`src/rtl/sel_pipe_mux_if.sv`:
```
// Bus bundle for sel_pipe_mux: packed input channels, pipeline controls and registered outputs.
// The master drives the inputs and controls; the slave is the mux and drives the outputs.
interface sel_pipe_mux_if #(
  parameter int WIDTH = 32,
  parameter int NCH   = 9,
  parameter int SELW  = 4
) ();
  logic [NCH*WIDTH-1:0] in_bus;
  logic [SELW-1:0]      sel;
  logic                 in_valid;
  logic                 stall;
  logic                 flush;
  logic                 err_clr;
  logic [WIDTH-1:0]     out_data;
  logic                 out_valid;
  logic [SELW-1:0]      out_sel;
  logic                 sel_err;
  logic [7:0]           err_cnt;

  modport master (
    output in_bus, sel, in_valid, stall, flush, err_clr,
    input  out_data, out_valid, out_sel, sel_err, err_cnt
  );

  modport slave (
    input  in_bus, sel, in_valid, stall, flush, err_clr,
    output out_data, out_valid, out_sel, sel_err, err_cnt
  );
endinterface

```
`src/rtl/sel_pipe_mux.sv`:
```
// Registered N-way channel select with stall/flush and a sticky, saturating
// out-of-range-select error monitor. Out-of-range selects route the last channel.
module sel_pipe_mux #(
  parameter int WIDTH = 32,
  parameter int NCH   = 9,
  parameter int SELW  = 4
) (
  input  logic          clk,
  input  logic          reset,
  sel_pipe_mux_if.slave bus
);

  generate
    if (NCH < 2 || NCH > 16) begin : g_bad_nch
      $error("sel_pipe_mux: NCH must be in 2..16");
    end
    if (SELW < $clog2(NCH)) begin : g_bad_selw
      $error("sel_pipe_mux: SELW too narrow to address NCH channels");
    end
  endgenerate

  localparam logic [SELW-1:0] LAST_CH = SELW'(NCH - 1);

  logic [WIDTH-1:0] chan [NCH];
  logic [WIDTH-1:0] sel_data;
  logic [SELW-1:0]  eff_sel;
  logic             sel_oob;
  logic             err_event;

  logic [WIDTH-1:0] out_data_reg;
  logic             out_valid_reg;
  logic [SELW-1:0]  out_sel_reg;
  logic             sel_err_reg;
  logic [7:0]       err_cnt_reg;

  genvar gi;
  generate
    for (gi = 0; gi < NCH; gi++) begin : g_chan
      assign chan[gi] = bus.in_bus[gi*WIDTH +: WIDTH];
    end
  endgenerate

  // When NCH == 2**SELW, LAST_CH is all ones and sel_oob is constant 0.
  assign sel_oob   = (bus.sel > LAST_CH);
  assign eff_sel   = sel_oob ? LAST_CH : bus.sel;
  assign err_event = bus.in_valid & sel_oob & ~bus.stall & ~bus.flush;

  always_comb begin
    sel_data = '0;
    for (int k = 0; k < NCH; k++) begin
      if (eff_sel == SELW'(k)) sel_data = chan[k];
    end
  end

  always_ff @(posedge clk) begin
    if (reset) begin
      out_data_reg  <= '0;
      out_valid_reg <= 1'b0;
      out_sel_reg   <= '0;
      sel_err_reg   <= 1'b0;
      err_cnt_reg   <= 8'd0;
    end else begin
      if (bus.flush) begin
        out_data_reg  <= '0;
        out_valid_reg <= 1'b0;
        out_sel_reg   <= '0;
      end else if (!bus.stall) begin
        out_data_reg  <= sel_data;
        out_valid_reg <= bus.in_valid;
        out_sel_reg   <= eff_sel;
      end

      // A simultaneous clear and error restart the count at one.
      if (err_event) begin
        sel_err_reg <= 1'b1;
        if (bus.err_clr)               err_cnt_reg <= 8'd1;
        else if (err_cnt_reg != 8'hFF) err_cnt_reg <= err_cnt_reg + 8'd1;
      end else if (bus.err_clr) begin
        sel_err_reg <= 1'b0;
        err_cnt_reg <= 8'd0;
      end
    end
  end

  assign bus.out_data  = out_data_reg;
  assign bus.out_valid = out_valid_reg;
  assign bus.out_sel   = out_sel_reg;
  assign bus.sel_err   = sel_err_reg;
  assign bus.err_cnt   = err_cnt_reg;

endmodule

```
`src/flat_wrapper.sv`:
```
// flat-port wrapper written by rule: the top's interface ports become plain ports
module sel_pipe_mux_flat 
#(
  parameter int WIDTH = 32,
  parameter int NCH   = 9,
  parameter int SELW  = 4
)
  (clk, reset, bus_in_bus, bus_sel, bus_in_valid, bus_stall, bus_flush, bus_err_clr, bus_out_data, bus_out_valid, bus_out_sel, bus_sel_err, bus_err_cnt);
  sel_pipe_mux_if #(.WIDTH(WIDTH), .NCH(NCH), .SELW(SELW)) bus_i ();
  input  logic clk;
  input  logic reset;
  input wire logic [$bits(bus_i.in_bus)-1:0] bus_in_bus;
  input wire logic [$bits(bus_i.sel)-1:0] bus_sel;
  input wire logic [$bits(bus_i.in_valid)-1:0] bus_in_valid;
  input wire logic [$bits(bus_i.stall)-1:0] bus_stall;
  input wire logic [$bits(bus_i.flush)-1:0] bus_flush;
  input wire logic [$bits(bus_i.err_clr)-1:0] bus_err_clr;
  output wire logic [$bits(bus_i.out_data)-1:0] bus_out_data;
  output wire logic [$bits(bus_i.out_valid)-1:0] bus_out_valid;
  output wire logic [$bits(bus_i.out_sel)-1:0] bus_out_sel;
  output wire logic [$bits(bus_i.sel_err)-1:0] bus_sel_err;
  output wire logic [$bits(bus_i.err_cnt)-1:0] bus_err_cnt;
  assign bus_i.in_bus = bus_in_bus;
  assign bus_i.sel = bus_sel;
  assign bus_i.in_valid = bus_in_valid;
  assign bus_i.stall = bus_stall;
  assign bus_i.flush = bus_flush;
  assign bus_i.err_clr = bus_err_clr;
  assign bus_out_data = bus_i.out_data;
  assign bus_out_valid = bus_i.out_valid;
  assign bus_out_sel = bus_i.out_sel;
  assign bus_sel_err = bus_i.sel_err;
  assign bus_err_cnt = bus_i.err_cnt;
  sel_pipe_mux #(.WIDTH(WIDTH), .NCH(NCH), .SELW(SELW)) u_core (.clk(clk), .reset(reset), .bus(bus_i));
endmodule
```
`config.mk`:
```
export PLATFORM = sky130hd
export DESIGN_NAME = sel_pipe_mux_flat
export DESIGN_NICKNAME = d
export VERILOG_FILES = /design/src/rtl/sel_pipe_mux_if.sv /design/src/rtl/sel_pipe_mux.sv /design/src/flat_wrapper.sv
export SDC_FILE = /design/constraint.sdc
export NUM_CORES = 1
export LEC_CHECK = 0
export CAP_MARGIN = 10
export CORE_AREA = 3 3 132 134
export CTS_CLUSTER_DIAMETER = 30
export DETAILED_ROUTE_END_ITERATION = 10
export DIE_AREA = 0 0 135 137
export PLACE_DENSITY_LB_ADDON = 0.3
export SYNTH_ARGS = -nofsm -noshare
export SYNTH_HDL_FRONTEND = slang
export SYNTH_SLANG_ARGS = --single-unit
```
`constraint.sdc`:
```
create_clock -name clk -period 1.95 [get_ports clk]
set_input_delay 0.39 -clock clk [delete_from_list [all_inputs] [get_ports clk]]
set_output_delay 0.39 -clock clk [all_outputs]
set_load 0.02 [all_outputs]
```
* Word level (Yosys, flattened, before mapping)
Index checks and enable logic that the tools add are counted.
** Operators by class
- Magnitude comparators :: 1
- Equality and inequality tests :: 9
- Mux-type cells :: 16
- Bitwise logic cells :: 5
- Reductions and logical operators :: 5
- Add/subtract/negate cells :: 1
** Operators by type and width (count)
- 32-bit two-way mux :: 9
- 8-bit two-way mux :: 4
- 4-bit by 3-bit equality test with 1-bit output (second input constant) :: 4
- 8-bit by 1-bit adder with 8-bit output (second input constant) :: 1
- 4-bit by 2-bit equality test with 1-bit output (second input constant) :: 2
- 8-bit inequality test (second input constant) :: 1
- 4-bit by 1-bit equality test with 1-bit output (second input constant) :: 1
- 4-bit equality test (second input constant) :: 1
- 4-bit greater-than comparator (second input constant) :: 1
- 4-bit logical NOT :: 1
- 4-bit two-way mux :: 1
- 2-bit nonzero test :: 2
- 1-bit AND :: 3
- 1-bit two-way mux :: 2
- 1-bit NOT :: 2
- 2-bit AND reduction :: 1
- 2-bit OR reduction :: 1
** Storage, ports and cells
- Input bits :: 298
- Word-level logic and storage cells :: 42
- Register bits :: 46

* Depth between registers and ports, before layout
Gate-level depths: netlist of run 1.
- Depth after elaboration :: 12
- Gate-level depth with buffers :: 8
- Depth with buffers taken out :: 5

* Least setup slack after synthesis of run 1
OpenSTA, ideal clock, no wires.
- Path type :: in2reg
- From :: input bus_sel[3]
- To :: register u_core.err_cnt_reg[5], in the netlist u_core.bus.err_cnt[5]
- Slack :: -1 ps
- Arrival time :: 1830 ps
- Data required time :: 1829 ps
- Cell stages on the path :: 5
- Setup time :: 121 ps
- Path through :: clkbuf_1 or4b_4 buf_6 nor4_1 mux2_2
** On the way
- Word-level cells in the longest chain between the ends :: 6
- Elaborated cells on any way between the ends :: 7
- Those cells by class :: 1 x order compare; 1 x mux; 3 x bitwise; 2 x reduce/logical
** Ends and longest elaborated chain
- start: declaration :: line flat_wrapper.sv:13 : input wire logic [$bits(bus_i.sel)-1:0] bus_sel;
- 4-bit greater-than comparator (*) :: line sel_pipe_mux.sv:44 : assign sel_oob = (bus.sel > LAST_CH);
- 1-bit AND (*) (3 in series) :: line sel_pipe_mux.sv:46 : assign err_event = bus.in_valid & sel_oob & ~bus.stall & ~bus.flush;
- 2-bit nonzero test (no line)
- 2-bit AND reduction (no line)
- end signal: assignment :: line sel_pipe_mux.sv:77 : else if (err_cnt_reg != 8'hFF) err_cnt_reg <= err_cnt_reg + 8'd1;
- end: declaration :: line sel_pipe_mux.sv:34 : logic [7:0] err_cnt_reg;
Every way passes the cells marked *; elsewhere a longest branch is shown, timed or not.
A chain may end at the register's enable or synchronous reset.

* Final worst setup path of run 1
- From :: input bus_flush
- To :: register u_core.out_data_reg[12], in the netlist u_core.bus.out_data[12]
** On the way
- Word-level cells in the longest chain between the ends :: 1
** Ends and longest elaborated chain
- start: declaration :: line flat_wrapper.sv:16 : input wire logic [$bits(bus_i.flush)-1:0] bus_flush;
- 2-bit OR reduction (no line)
- end signal: assignment :: line sel_pipe_mux.sv:68 : out_data_reg <= sel_data;
- end: declaration :: line sel_pipe_mux.sv:30 : logic [WIDTH-1:0] out_data_reg;
Every way passes these cells.

==> impl_metrics.toml, run 1 <==
[run_status]
outcome = "finished clean"

[timing]
fin_crit_ns = 1.85
hold_viol = 0
fin_setup_tns_ns = 0
finalSetupViolations = 0
drv_slew = 0
fin_skew_ns = 0.00219
fmax_mhz = 540
rsz0062_at_grt = "false"
finalCritPeriodShare_pct = 95.0
max-slew-margin-rel_pct = 32.8
worst_pin_slew_ns = 1.01

[yosys]
yosysUniqueCellTypes = 51
async_flop_share_pct = 0
synth_cells = 656
synth_top_cell_area_share_pct = 20.0
yosysWarnings = 0
synth_edf_count = 0
ys_seq_area_share_pct = 20.0
synthTopCellsByArea = "dfxtp_1, a21oi_1, nor2_1"
avgSynthCellArea_um2 = 7.01
ys.flop_type = "dfxtp_1"
ys_ff_latch = 46
syn-num-nets = 955
netlist_area_mm2 = 0.00460
yosysMostFrequentCell = "a21oi_1"
ys_top_cells_by_count = "a21oi_1, nor2_1, clkbuf_1, dfxtp_1, o21ai_0"
yosysTopAreaCell = "dfxtp_1"

[layout]
antenna_cells = 0
drive_above_1_share_pct = 8.68
largest_register_ffs = 32
area.growth.synth_to_final_pct = 87.4
layout.nets = 1277
nFillCells = 1580

[critical_path]
critPathMaxStageDelay_ns = 0.44
critical_path_peak_fanout = 11
r2r-end = "u_core.bus.err_cnt[5]$_SDFFE_PP0P_"
r2r_cells = 5
cp_data_required_time_ns = 2.18
path_cells = "clkdlybuf4s50_1 > buf_4 > or2_2 > a221oi_1 > o211ai_1 > o21ai_0"
cp_num_buf_inv = 2
criticalPathCategory = "input port to flip-flop"
critPathSlowestCell = "clkdlybuf4s50_1"
arrival_ns = 2.08
worstSetupEndpointType = "flip-flop"
startpoint_type = "input port"
r2r-start = "u_core.bus.err_cnt[0]$_SDFFE_PP0P_"
cp.depth = 6
crit_family = "compound AO/OA/AOI/OAI gates"
regToRegSetupSlack_ns = 0.19

[die]
die_y_um = 137
ios = 344
initial_utilization_pct = 28.0
die_w_um = 135
core-area_mm2 = 0.0164
rows = 47
die_area_mm2 = 0.0185

[placed_design]
gp_congestion = 0.887
portBuffers = 343
dp_hpwl_um = 18600

[min_path]
hold_path.class = "flip-flop to flip-flop"
min_path_cells = 2
worstHoldStart = "u_core.bus.sel_err$_SDFFE_PP0P_"
hold_end = "u_core.bus.sel_err$_SDFFE_PP0P_"

[global_route]
grt_max_degree = 81
track_usage_pct = 23.8
antenna_found_initial = 0
grt_pass1_wl_um = 34400
grt_pass1_vias = 6240
globalRouteOverflowTotal = 0

[routing]
antenna_left = 0
via_count = 6473
drt_iter0_drc = 422
via_per_inst = 5.40
routedWlPerCell_um = 19.7
drt_first_pass_iters = 5
drt_wl_total_um = 23600
drc = 0

[cts]
cts_root_buffer = "clkbuf_16"
clock_latency_ns = 0.30
clock_sinks = 46
clkTransAtPathRegs_ns = 0.07
clockBufferDepth = 2
cts_buffers = 5
cts_tree = "done"
cts_max_level = 2

[power]
power.leakage_nw = 3.03
total_power_mw = 3.39
ir_drop_mv = 0.335
powerDensity_mw_per_mm2 = 394

[job]
maxCapViolations = 0
[timing repair]
| item | 4_1_cts | 5_1_grt |
|---|---|---|
| gates cloned | 0 | 0 |
| endpoints found under the setup margin | 1 | 2 |
| pin swaps | 2 | 0 |
| gates resized for setup | 4 | 2 |
| hold buffers | 0 | 0 |
| hold endpoints to repair | 0 | 0 |
| setup buffers | 0 | 0 |
[how the worst max path moves through the flow]
| stage | from | to | slack [ns] |
|---|---|---|---|
| CTS | bus_flush | u_core.bus.out_data[12]$_SDFFE_PP0N_ | 0.12 |
| global route | bus_flush | u_core.bus.out_data[14]$_SDFFE_PP0N_ | 0.01 |
| finish | bus_flush | u_core.bus.out_data[12]$_SDFFE_PP0N_ | 0.1 |
| global placement | bus_in_valid | u_core.bus.err_cnt[5]$_SDFFE_PP0P_ | -0.34 |
| detailed placement | bus_in_valid | u_core.bus.err_cnt[5]$_SDFFE_PP0P_ | -0.38 |
| floorplan | bus_stall | u_core.bus.err_cnt[5]$_SDFFE_PP0P_ | 0.03 |
[per-layer routing]
layer	global-route usage (%)	up-vias	wire, µm
met4	6.89	0	525
met1	29.4	2984	9590
met3	5.88	33	1920
met2	41.2	302	11600
li1	-	3154	-
met5	0	-	0
[placed cells by master, fill, tap and decap left out, drive strengths merged, types with 5 or more instances in the layout]
cell type / instances
or3b: 6
o211ai: 7
clkdlybuf4s50: 337
nor3: 7
o21ai: 39
a22o: 13
a22oi: 22
buf: 49
o21a: 6
nand3: 6
nand3b: 22
o22ai: 22
nand2: 37
and3: 6
inv: 25
o221ai: 10
mux2i: 13
or2: 15
o2bb2ai: 11
a311oi: 11
a21oi: 72
o311a: 5
a211oi: 19
a2bb2oi: 10
clkbuf: 5
nor3b: 7
a221oi: 17
a221o: 9
nand2b: 10
nor2b: 19
nor2: 61
dfxtp: 46
o32a: 6
[cells by family (layout without fill, tap and decap cells)]
| kind of cell | count (synthesis) | in the layout | share of synthesized area (%) |
|---|---|---|---|
| AOI/OAI and AO/OA | 289 | 289 | 43.9 |
| adders and majority gates | 1 | 1 | 0.272 |
| buffers and inverters | 96 | 419 | 8.27 |
| DFF | 46 | 46 | 20.0 |
| muxes | 14 | 14 | 3.07 |
| and+or+nand+nor | 210 | 210 | 24.5 |
[metrics by stage]
stage	instance area [µm²]	setup slack (ns)	std cells	util [%]	hold slack, ns
2_1_floorplan	4600	0.0257	656	-	0.459
3_3_place_gp	8440	-0.342	1191	51.4	0.455
3_5_place_dp	8440	-0.381	1191	51.4	0.467
4_1_cts	8600	0.117	1199	52.4	0.482
5_1_grt	8620	0.0109	1199	52.5	0.505
6_report	8620	0.0967	1199	52.5	0.480
[final cells by class]
class	instances	area, µm²	share of cell area, %
clock inverters	3	25.0	0.290
flip-flops and latches	46	921	10.7
repair buffers	387	3840	44.6
multi-input cells	514	3330	38.7
well taps	220	275	3.19
clock buffers	5	125	1.45
inverters	24	90.1	1.05
[where the power goes]
group,switching [mW],internal (mW),leakage (nW)
combinational,0.594,0.880,2.59
sequential,0.0194,0.972,0.374
clock,0.446,0.484,0.0704
total,1.06,2.34,3.03
[worst register-to-register path: stages, from the launching register on]
cell and delay [ns]:
dfxtp_1 0.40, ha_1 0.23, nand3_1 0.10, nor2_1 0.52
nor4_4 0.09, mux2_4 0.31
Note: power is estimated with default switching activity, not from simulation.
==> run 2: changes to the inputs <==
SETUP_SLACK_MARGIN = 0.4   (was unset)
==> run 2 against run 1 <==
Critical path depth is the same; total power up 5.6%; highest routed layer unchanged; design area increased by 5.9%; flip-flop and latch count is the same; clock power increased by 9.7%; largest power group unchanged; non-clock buffer count is 28 higher; wire length is 4.8% higher; clock skew increased by 0.0022 ns; largest cell class unchanged; global-route usage rose by 0.62 points.
==> impl_metrics.toml, run 2 (synthesis results as in run 1) <==
[routing]
drc = 0
drt_first_pass_iters = 5
via_count = 6667
routedWlPerCell_um = 20.2
antenna_left = 0
drt_iter0_drc = 354
via_per_inst = 5.43
drt_wl_total_um = 24800

[timing]
drv_slew = 0
finalSetupViolations = 0
postLayoutSetupSlackWorst_ns = 0.345
rsz0062_at_grt = "true"
fin_skew_ns = 0.00439
fmax_mhz = 623
worst_pin_slew_ns = 0.610
hold_viol = 0
max-slew-margin-rel_pct = 59.2
fin_crit_ns = 1.61
finalCritPeriodShare_pct = 82.3

[cts]
cts_max_level = 2
cts_tree = "done"
cts_root_buffer = "clkbuf_16"
clock_latency_ns = 0.29
clock_sinks = 46
cts_hold_buf = 0
clockBufferDepth = 2
clkTransAtPathRegs_ns = 0.07
cts_buffers = 5

[critical_path]
startpoint_type = "input port"
r2r_cells = 3
r2r-start = "u_core.bus.err_cnt[2]$_SDFFE_PP0P_"
r2r-end = "u_core.bus.err_cnt[5]$_SDFFE_PP0P_"
criticalPathCategory = "input port to flip-flop"
worstSetupEndpointType = "flip-flop"
critical_path_peak_fanout = 4
arrival_ns = 1.82
cp-startpoint = "bus_sel[0]"
regToRegSetupSlack_ns = 0.49
cp_data_required_time_ns = 2.17

[placed_design]
dp_hpwl_um = 18600
placedCellCount = 1199
portBuffers = 343
post-place-ws_ns = -0.293
gp_congestion = 0.926

[layout]
mostFrequentLayoutCells = "clkdlybuf4s50_1, a21oi_1, nor2_1, buf_4, dlygate4sd2_1"
antenna_cells = 0
nFillCells = 1575
stdcell_count = 1227
largest_register_ffs = 32
drive_above_1_share_pct = 15.1
layout_commonest_cell = "clkdlybuf4s50_1"
area.growth.synth_to_final_pct = 98.5
layout.nets = 1305

[job]
maxCapViolations = 0

[die]
ios = 344
die_w_um = 135
rows = 47
die_area_mm2 = 0.0185
die_y_um = 137
initial_utilization_pct = 28.0
core-area_mm2 = 0.0164

[min_path]
min_path_cells = 1
hold_end = "u_core.bus.err_cnt[6]$_SDFFE_PP0P_"
hold_path.class = "flip-flop to flip-flop"
worstHoldStart = "u_core.bus.err_cnt[6]$_SDFFE_PP0P_"

[global_route]
antenna_found_initial = 0
grt_max_degree = 46
grt_pass1_vias = 6392
globalRouteOverflowTotal = 0
grt_pass1_wl_um = 35400
track_usage_pct = 24.4

[run_status]
outcome = "finished clean"

[power]
ir_drop_mv = 0.357
power.leakage_nw = 3.49
powerDensity_mw_per_mm2 = 393
==> run 2: power breakdown <==
part	switching (mW)	leakage [nW]	internal [mW]	total, mW
Clock	0.413	0.0760	0.606	1.02
Sequential	0.0171	0.377	0.971	0.988
Combinational	0.641	3.04	0.939	1.58
Total	1.07	3.49	2.52	3.59
==> run 2: per-stage QoR <==
stage	total power [mW]	utilization, %	cell area [µm²]	hold WS (ns)	TNS, ns
after floorplan	1.59	-	4700	0.459	0
after CTS	3.57	54.4	8930	0.473	0
after global routing	3.75	55.6	9130	0.493	0
after global placement	2.49	52.2	8560	0.459	-6.16
final	3.59	55.6	9130	0.463	0
after detailed placement	2.50	52.2	8560	0.463	-7.47
==> run 2: worst max-delay path by stage <==
stage / endpoint / slack (ns)
floorplan: u_core.bus.err_cnt[5]$_SDFFE_PP0P_ / 0.10
global placement: u_core.bus.err_cnt[7]$_SDFFE_PP0P_ / -0.30
detailed placement: u_core.bus.out_data[4]$_SDFFE_PP0N_ / -0.29
CTS: u_core.bus.err_cnt[5]$_SDFFE_PP0P_ / 0.27
global route: u_core.bus.err_cnt[3]$_SDFFE_PP0P_ / 0.33
finish: u_core.bus.err_cnt[3]$_SDFFE_PP0P_ / 0.34
==> run 2: critical path: stages <==
cell and delay [ns]:
buf_4 0.13, nor3_2 0.07, or4b_4 0.57, buf_6 0.15, or4_1 0.39, a21oi_1 0.13
==> run 2: cell type report <==
cell class	instances	area, µm²	area share [%]
repair buffers	415	4160	45.5
multi-input cells	514	3500	38.4
flip-flops and latches	46	931	10.2
well taps	220	275	3.02
clock buffers	5	125	1.37
inverters	24	90.1	0.987
clock inverters	3	45.0	0.494
==> run 2: layer usage <==
layer	routed length (µm)	GRT usage [%]
met5	0	0
met4	568	6.72
met3	1900	6.32
met2	12300	43.1
met1	10000	29.5
==> run 2: what timing repair did <==
action,CTS,global route
gates resized for setup,83,39
buffers inserted,6,9
endpoints found under the hold margin,0,0
pin swaps,10,11
cloned,4,1
endpoints found under the setup margin,90,32
==> run 3: changes to the inputs <==
clock period = 1.4 ns   (was 1.95 ns; I/O delays follow)
==> run 3 against run 2 <==
The run now ends with negative setup slack left; wire length grew 19%; sequential power increased by 41%; non-clock buffer count increased by 78; via count increased by 9.1%; clock skew is 0.0034 ns lower; register-to-register slack got worse by 0.60 ns; final cell count rose by 6.6%; clock-buffer cell count unchanged; die area did not move; global-route usage increased by 0.87 points; critical path depth is 2 lower; hold slack worse by 0.086 ns.
==> impl_metrics.toml, run 3 (synthesis results as in run 1) <==
[critical_path]
endpoint = "u_core.bus.err_cnt[0]$_SDFFE_PP0P_"
path_cells = "nand4_1 > or2_4 > a2111o_1 > o31ai_2"
r2r_cells = 4
r2r-end = "u_core.bus.err_cnt[0]$_SDFFE_PP0P_"
cp.depth = 4
startpoint_type = "flip-flop"
r2r-start = "u_core.bus.err_cnt[3]$_SDFFE_PP0P_"
criticalPathCategory = "flip-flop to flip-flop"
cp-startpoint = "u_core.bus.err_cnt[3]$_SDFFE_PP0P_"
cp_data_required_time_ns = 1.60
critPathSlowestCell = "a2111o_1"
critPathMaxStageDelay_ns = 0.38
cp_num_buf_inv = 0
arrival_ns = 1.71
regToRegSetupSlack_ns = -0.11
critical_path_peak_fanout = 4
crit_family = "simple AND/OR/NAND/NOR gates"
worstSetupEndpointType = "flip-flop"

[timing]
max-slew-margin-rel_pct = 70.6
rsz0062_at_grt = "true"
holdWs_ns = 0.377
worst_pin_slew_ns = 0.440
fin_crit_ns = 1.51
postLayoutSetupSlackWorst_ns = -0.107
fmax_mhz = 663
drv_slew = 0
hold_viol = 0
finalSetupViolations = 8
fin_skew_ns = 0.000996
finalCritPeriodShare_pct = 108

[layout]
antenna_cells = 0
layout.nets = 1386
largest_register_ffs = 32
layout_commonest_cell = "clkdlybuf4s50_1"
area.growth.synth_to_final_pct = 146
drive_above_1_share_pct = 41.5
mostFrequentLayoutCells = "clkdlybuf4s50_1, buf_6, buf_4, nor2_1"
nFillCells = 1225

[power]
seqPwrFrac_pct = 25.3
powerDensity_mw_per_mm2 = 485
p_int_mw = 3.68
share_comb_of_total_power_pct = 52.2
p_switching_mw = 1.81
clkPwrFrac_pct = 22.5
ir_drop_mv = 0.409
switching_share_pct = 32.9
power.leakage_nw = 4.26

[routing]
drt_iter0_drc = 423
drt_first_pass_iters = 5
via_per_inst = 5.56
routedWlPerCell_um = 22.6
via_count = 7276
drt_wl_total_um = 29600
drc = 0
antenna_left = 0

[die]
ios = 344
rows = 47
die_y_um = 137
initial_utilization_pct = 28.0
core-area_mm2 = 0.0164
die_area_mm2 = 0.0185
die_w_um = 135

[placed_design]
dp_hpwl_um = 18900
post-place-ws_ns = -0.745
portBuffers = 343
gp_congestion = 0.883

[cts]
cts_hold_buf = 0
cts_tree = "done"
clock_sinks = 46
clock_latency_ns = 0.30
cts_buffers = 5
cts_root_buffer = "clkbuf_16"
cts_max_level = 2
clockBufferDepth = 2
clkTransAtPathRegs_ns = 0.07

[global_route]
globalRouteOverflowTotal = 0
grt_max_degree = 37
antenna_found_initial = 2
grt_pass1_vias = 6665
grt_pass1_wl_um = 36500
track_usage_pct = 25.3

[run_status]
outcome = "finished with violations"
violations = "negative setup slack"

[min_path]
min_path_cells = 4
hold_path.class = "input port to flip-flop"

[job]
maxCapViolations = 0
-- run 3: metrics by stage --
stage	TNS, ns	total power [mW]	cell area [µm²]	instances	utilization [%]
6_report	-0.304	5.49	11300	1308	69.0
5_1_grt	-0.552	5.69	11300	1308	69.0
4_1_cts	-0.399	4.98	9710	1266	59.2
3_5_place_dp	-20.22	3.56	8960	1240	54.6
3_3_place_gp	-19.06	3.55	8960	1240	54.6
2_1_floorplan	-2.43	2.32	5070	656	-
-- run 3: routing by layer --
| layer | track usage, % | part of all wire [%] |
|---|---|---|
| met3 | 5.29 | 6.7 |
| met4 | 4.82 | 2.8 |
| met2 | 46.4 | 52 |
| met1 | 30.8 | 39 |
| met5 | 0 | 0.071 |
-- run 3: worst reg2reg max path, stage by stage (launching register included) --
cell	delay [ns]
dfxtp_2	0.35
nand4_1	0.26
or2_4	0.34
a2111o_1	0.38
o31ai_2	0.08
-- run 3: final cells by class --
cell class / instances / area (µm²) / area share, %
Timing Repair Buffer: 493 / 5300 / 46.8
Multi-Input combinational cell: 517 / 4520 / 39.9
Sequential cell: 46 / 988 / 8.73
Tap cell: 220 / 275 / 2.43
Clock buffer: 5 / 125 / 1.11
Inverter: 24 / 90.1 / 0.796
Clock inverter: 3 / 16.3 / 0.144
-- run 3: what timing repair did --
item | in CTS | in global routing
resized for setup | 398 | 289
hold endpoints to repair | 0 | 0
endpoints found under the setup margin | 92 | 90
gates cloned | 6 | 9
setup buffers | 12 | 33
pin swaps | 24 | 88
-- run 3: power by group through the flow --
stage / Clock, mW / Combinational [mW] / Sequential [mW]
2_1_floorplan: 0 / 0.865 / 1.46
3_3_place_gp: 0 / 2.15 / 1.40
3_5_place_dp: 0 / 2.16 / 1.40
4_1_cts: 1.27 / 2.32 / 1.39
5_1_grt: 1.30 / 3.00 / 1.39
6_report: 1.24 / 2.86 / 1.39
-- run 3: how the worst min path moves through the flow --
| stage | startpoint | end | slack [ns] |
|---|---|---|---|
| final | bus_stall | u_core.bus.out_valid$_SDFFE_PP0N_ | 0.38 |
| after CTS | bus_stall | u_core.bus.out_valid$_SDFFE_PP0N_ | 0.33 |
| after floorplan | reset | u_core.bus.sel_err$_SDFFE_PP0P_ | 0.35 |
| after global placement | u_core.bus.out_valid$_SDFFE_PP0N_ | u_core.bus.out_valid$_SDFFE_PP0N_ | 0.45 |
| after global routing | bus_in_valid | u_core.bus.out_valid$_SDFFE_PP0N_ | 0.39 |
| after detailed placement | u_core.bus.out_valid$_SDFFE_PP0N_ | u_core.bus.out_valid$_SDFFE_PP0N_ | 0.47 |
